<file path="src/rtl/tc_pl_adc_merge.sv">
// ADC sample merger: packs four 14-bit samples per word after a triggered delay and buffers them in a FWFT FIFO.
// Optional build macro TC_ADC_MERGE_TESTPAT_EN adds cfg_testpat, which substitutes a sample ramp for adc_data.
module tc_pl_adc_merge #(
   parameter int ADC_W   = 14,
   parameter int ADC0_1  = 56,
   parameter int PTS_W   = 14,
   parameter int DLY_W   = 16,
   parameter int FIFO_AW = 4
) (
   input  logic              clk125,
   input  logic              rst,
   input  logic [ADC_W-1:0]  adc_data,
   input  logic              adc_valid,
   input  logic [PTS_W-1:0]  cfg_points,
   input  logic [DLY_W-1:0]  cfg_delay,
   input  logic              Gc_cap_trig,
`ifdef TC_ADC_MERGE_TESTPAT_EN
   input  logic              cfg_testpat,
`endif
   output logic              Gc_capr_rdy,
   output logic [ADC0_1-1:0] Gc_merge_data,
   output logic              Gc_mereg_datv,
   input  logic              Gc_mereg_datr,
   output logic              merge_busy,
   output logic              merge_ovf,
   input  logic              merge_ovf_clr
);

   localparam int DEPTH = 2 ** FIFO_AW;

   typedef enum logic [1:0] {IDLE, DELAY, PACK} state_t;

   state_t               state, state_n;
   logic                 started;
   logic [PTS_W-1:0]     pts_q, words_done, words_done_n;
   logic [DLY_W-1:0]     dly_cnt;
   logic [1:0]           lane;
   logic [3*ADC_W-1:0]   acc;
   logic [ADC_W-1:0]     sample;
   logic                 trig_ok, take, push;
   logic [ADC0_1-1:0]    push_word;

   logic [ADC0_1-1:0]    mem [DEPTH];
   logic [FIFO_AW-1:0]   wr_ptr, rd_ptr;
   logic [FIFO_AW:0]     count;
   logic [ADC0_1-1:0]    last_q;
   logic                 full, pop, wr_en;

   // Triggers are only honoured once the block has seen a clock edge out of reset.
   assign trig_ok      = Gc_cap_trig && started && (state == IDLE);
   assign take         = (state == PACK) && adc_valid;
   assign push         = take && (lane == 2'd3);
   assign push_word    = {sample, acc};
   assign words_done_n = words_done + PTS_W'(1);

   assign Gc_capr_rdy  = started && (state == IDLE);
   assign merge_busy   = (state != IDLE);

`ifdef TC_ADC_MERGE_TESTPAT_EN
   logic             tp_q;
   logic [ADC_W-1:0] ramp;

   always_ff @(posedge clk125 or negedge rst) begin
      if (!rst) begin
         tp_q <= 1'b0;
         ramp <= '0;
      end else if (trig_ok) begin
         tp_q <= cfg_testpat;
         ramp <= '0;
      end else if (take) begin
         ramp <= ramp + ADC_W'(1);
      end
   end

   assign sample = tp_q ? ramp : adc_data;
`else
   assign sample = adc_data;
`endif

   always_comb begin
      state_n = state;
      case (state)
         IDLE:    if (trig_ok && (cfg_points != '0))
                     state_n = (cfg_delay == '0) ? PACK : DELAY;
         DELAY:   if (dly_cnt == DLY_W'(1)) state_n = PACK;
         PACK:    if (push && (words_done_n == pts_q)) state_n = IDLE;
         default: state_n = IDLE;
      endcase
   end

   // Frame control and lane packing; the 4th sample bypasses acc straight into the pushed word.
   always_ff @(posedge clk125 or negedge rst) begin
      if (!rst) begin
         state      <= IDLE;
         started    <= 1'b0;
         pts_q      <= '0;
         words_done <= '0;
         dly_cnt    <= '0;
         lane       <= '0;
         acc        <= '0;
      end else begin
         state   <= state_n;
         started <= 1'b1;
         if (trig_ok) begin
            pts_q      <= cfg_points;
            dly_cnt    <= cfg_delay;
            words_done <= '0;
            lane       <= '0;
         end else if (state == DELAY) begin
            dly_cnt <= dly_cnt - DLY_W'(1);
         end else if (take) begin
            if (lane == 2'd3) begin
               lane       <= '0;
               words_done <= words_done_n;
            end else begin
               lane                      <= lane + 2'd1;
               acc[lane*ADC_W +: ADC_W]  <= sample;
            end
         end
      end
   end

   assign full          = (count == (FIFO_AW+1)'(DEPTH));
   assign pop           = (count != '0) && Gc_mereg_datr;
   assign wr_en         = push && !full;
   assign Gc_mereg_datv = (count != '0);
   assign Gc_merge_data = (count != '0) ? mem[rd_ptr] : last_q;

   always_ff @(posedge clk125) begin
      if (wr_en) mem[wr_ptr] <= push_word;
   end

   // Occupancy bookkeeping; a push into a full FIFO is dropped even if a pop frees a slot this cycle.
   always_ff @(posedge clk125 or negedge rst) begin
      if (!rst) begin
         wr_ptr    <= '0;
         rd_ptr    <= '0;
         count     <= '0;
         last_q    <= '0;
         merge_ovf <= 1'b0;
      end else begin
         if (wr_en) wr_ptr <= wr_ptr + FIFO_AW'(1);
         if (pop) begin
            rd_ptr <= rd_ptr + FIFO_AW'(1);
            last_q <= mem[rd_ptr];
         end
         case ({wr_en, pop})
            2'b10:   count <= count + (FIFO_AW+1)'(1);
            2'b01:   count <= count - (FIFO_AW+1)'(1);
            default: count <= count;
         endcase
         if (push && full)      merge_ovf <= 1'b1;
         else if (merge_ovf_clr) merge_ovf <= 1'b0;
      end
   end

endmodule

</file>
<file path="config.mk">
export PLATFORM = sky130hd
export DESIGN_NAME = tc_pl_adc_merge
export DESIGN_NICKNAME = d
export VERILOG_FILES = /design/src/rtl/tc_pl_adc_merge.sv
export SDC_FILE = /design/constraint.sdc
export NUM_CORES = 1
export LEC_CHECK = 0
export ABC_AREA = 1
export CAP_MARGIN = 30
export CORE_ASPECT_RATIO = 0.9
export CORE_MARGIN = 3
export CORE_UTILIZATION = 60
export CTS_CLUSTER_DIAMETER = 150
export CTS_CLUSTER_SIZE = 25
export DETAILED_ROUTE_END_ITERATION = 7
export HOLD_SLACK_MARGIN = 0.12
export PLACE_DENSITY = 0.83
export SLEW_MARGIN = 10
export SYNTH_ARGS = -nofsm -noshare
export SYNTH_HDL_FRONTEND = slang
export SYNTH_SLANG_ARGS = --single-unit
</file>
<file path="constraint.sdc">
create_clock -name clk125 -period 9.2 [get_ports clk125]
set_input_delay 1.38 -clock clk125 [delete_from_list [all_inputs] [get_ports clk125]]
set_output_delay 1.38 -clock clk125 [all_outputs]
set_load 0.01 [all_outputs]
</file>
==> impl_metrics.yaml <==
status:
  status: "complete, no violations"
logic_synthesis:
  syn-cell-area_um2: 43600
  yosysMostFrequentCell: "edfxtp_1"
  synth_ff_type: "edfxtp_1"
  netlist_top_cells_count: "896 x edfxtp_1, 483 x nor2_1, 393 x nand2_1"
  yosysTopAreaCellShare_pct: 61.7
  synth_nets: 3466
  ys_types: 47
  yosys.area.top_type: "edfxtp_1"
  avgSynthCellArea_um2: 12.8
  yosysSeqAreaShare_pct: 71.0
  yosys_warnings: 0
  synth-seq-cells: 1057
  synth_cells: 3398
  synth_edf_count: 896
  synthArstFlopShare_pct: 15.2
  ys_top_cells_by_area: "edfxtp_1 62%, dfrtp_1 9.2%, nor2_1 4.2%"
min_path:
  min_from: "last_q[2]"
  worst_hold_path.num_cells: 2
  hold_path.class: "register to register"
  holdPathEnd: "last_q[2]"
cells_and_area:
  ff_latch_area_um2: 30900
  drive_gt1_share_pct: 4.52
  fillers: 4815
  multiInputGateArea_um2: 11000
  final_cell_area_um2: 47000
  fin_nets: 3462
  stdcell_count: 4382
  syn2layout_area_growth_pct: 7.74
  fin_util_pct: 65.4
clock_tree:
  clk_pin_slew_worst_paths_ns: 0.10
  cts_setup_buffers: 0
  holdBufCountCts: 0
  clkLatencyLatePin_ns: 0.63
  cts_buffer_depth: 3
  root_buffer: "clkbuf_16"
  cts_tree: "done"
  cts_made_buffers: 48
  post_cts_resized: 0
  cts_sinks: 1057
  htreeDepth: 2
die:
  start_util_pct: 60.7
  die-height_um: 262
  core_um2: 71800
  die_area_um2: 75900
  io_pins: 110
  num_rows: 93
  die_w_um: 290
route:
  first_pass_iters: 7
  drt-total-wl_mm: 97.8
  post-route-drc-count: 0
  drtIter0Drc: 3273
  wl_per_cell_um: 22.3
  vias_per_cell: 6.26
  drtAntennaViolNets: 0
  vias: 27400
critical_path:
  cp_slowest_cell: "dfrtp_4"
  critPathTopFamily: "buffers and inverters"
  timing.rr.start: "lane[0]"
  start_kind: "register"
  crit_type: "register to output port"
  arrival_ns: 5.13
  path_buf_inv: 3
  end_kind: "output port"
  r2r_end: "acc[26]"
  rrSetupSlack_ns: 4.71
  crit_chain: "buf_12 -> buf_12 -> o21ai_0 -> o221ai_1 -> o211ai_1 -> nand2_1 -> nand2_1 -> o21ai_0 -> clkdlybuf4s50_1"
  r2r.worst_path.cells: 7
  slowest_delay_ns: 0.97
  path_max_fanout: 218
  crit_required_ns: 7.82
global_route:
  grt_max_degree: 219
  gr-total-overflow: 0
  antenna_found_initial: 2
  grt_pass1_wl_mm: 150
  grt.total_usage_pct: 25.3
  grt_pass1_vias: 26000
sta:
  worst_pin_slew_ns: 1.21
  relSlewSlack_pct: 19.1
  period_share_pct: 70.8
  setup_tns_ns: 0
  period_minus_slack_ns: 6.51
  final_hold_viol_count: 0
  finalMaxSlewViolations: 0
  rsz0062_at_grt: "no"
  setup_viol_count_final: 0
  timing.fmax_ghz: 0.154
  holdWs_ns: 0.492
  fin_worst_skew_ns: 0.0245
  layout_setup_ws_ns: 2.69
power_and_ir_drop:
  clkPwrFrac_pct: 31.7
  p_seq_share_pct: 67.4
  p_comb_share_pct: 0.9
  p_sw_share_pct: 18.9
  power_leakage_nw: 18.3
  total_power_mw: 7.62
  power_density_nw_per_um2: 162
  ir_drop_uv: 129
  internal_power_mw: 6.18
  switchingPower_mw: 1.44
placement:
  place_hpwl_mm: 53.9
  portBuffers: 109
  pre_cts_slack_ns: 3.56
  place_inst: 4289
  placed_area_um2: 45500
  gp_congestion: 0.895
job:
  max_cap_violations: 0
-- power groups by stage --
stage / Combinational [mW] / Clock (mW) / Sequential, mW
after floorplan: 0.00994 / 0 / 5.25
after global placement: 0.0678 / 0 / 5.25
after detailed placement: 0.0691 / 0 / 5.25
after CTS: 0.0693 / 2.45 / 5.14
after global routing: 0.0777 / 2.61 / 5.14
final: 0.0705 / 2.42 / 5.14
-- cell type report --
class / count / share of cell area [%]
antenna: 1 / 0.00533
clock buffer: 86 / 2.91
clock inverter: 1 / 0.0426
inverter: 170 / 1.37
multi-input combinational: 1953 / 23.5
sequential: 1057 / 65.9
tap: 950 / 2.53
timing repair buffer: 164 / 3.79
-- layer usage --
metal	wire length [um]	track usage [%]	vias to the layer above
li1	-	-	12500
met1	38500	34.9	13400
met2	47500	42.1	1342
met3	9500	4.27	182
met4	2310	7.33	0
met5	0	0	-
-- worst min-delay path, stage by stage (launching register included) --
cell and delay, ns:
dfrtp_1 0.36, nand2_1 0.06, o21ai_2 0.05
-- logic make-up after synthesis --
family                     after synthesis  synth area share, %
and+or+nand+nor                       1003                 9.17
other                                    1              0.00860
xor gates and xnor gates                20                0.436
buffers and inverters                  388                 4.04
AOI/OAI and AO/OA                      767                 11.5
adders and majority gates               18                0.534
DFF                                   1057                 71.0
muxes                                  144                 3.31
-- how the worst max path moves through the flow --
stage	slack [ns]	end	from	cells past startpoint
final	2.69	Gc_merge_data[40]	rd_ptr[0]	9
after global routing	2.45	Gc_merge_data[9]	rd_ptr[0]	9
after CTS	2.84	Gc_merge_data[40]	rd_ptr[0]	9
after detailed placement	3.56	Gc_merge_data[40]	rd_ptr[0]	9
after global placement	3.68	Gc_merge_data[3]	rd_ptr[0]	9
after floorplan	4.24	mem[11][0]	adc_valid	6
-- sequential cells by signal, indices dropped and copies added, names as in the netlist, 2 cells and up --
register	count
lane	2
mem	896
count	5
state	2
pts_q	14
dly_cnt	16
wr_ptr	4
acc	42
rd_ptr	4
last_q	56
words_done	14
-- cells in the final DEF, fill, tap and decap left out, types with 4 or more instances in the layout --
cell	Yosys	routed
edfxtp_1	896	896
nor2_1	483	467
nand2_1	393	392
o21ai_0	326	326
inv_1	162	160
dfrtp_1	161	157
o221ai_1	155	155
mux2i_1	144	144
clkdlybuf4s50_1	0	108
o211ai_1	89	89
nand3_1	87	87
o32ai_1	78	78
o21ai_1	50	50
clkbuf_16	0	49
clkbuf_1	131	37
buf_4	18	37
a21oi_1	29	29
nor2_4	3	19
ha_1	17	17
xor2_1	16	16
o22ai_1	15	15
nand4_1	13	13
buf_12	2	12
inv_2	6	8
nand3b_1	6	6
o41ai_1	6	6
buf_16	0	6
nor3_1	5	5
o31ai_1	5	5
a21oi_2	4	4
nor2_2	4	4
a31oi_1	4	4
nor4_1	4	4
No activity file was read; power rests on OpenSTA's default activity.
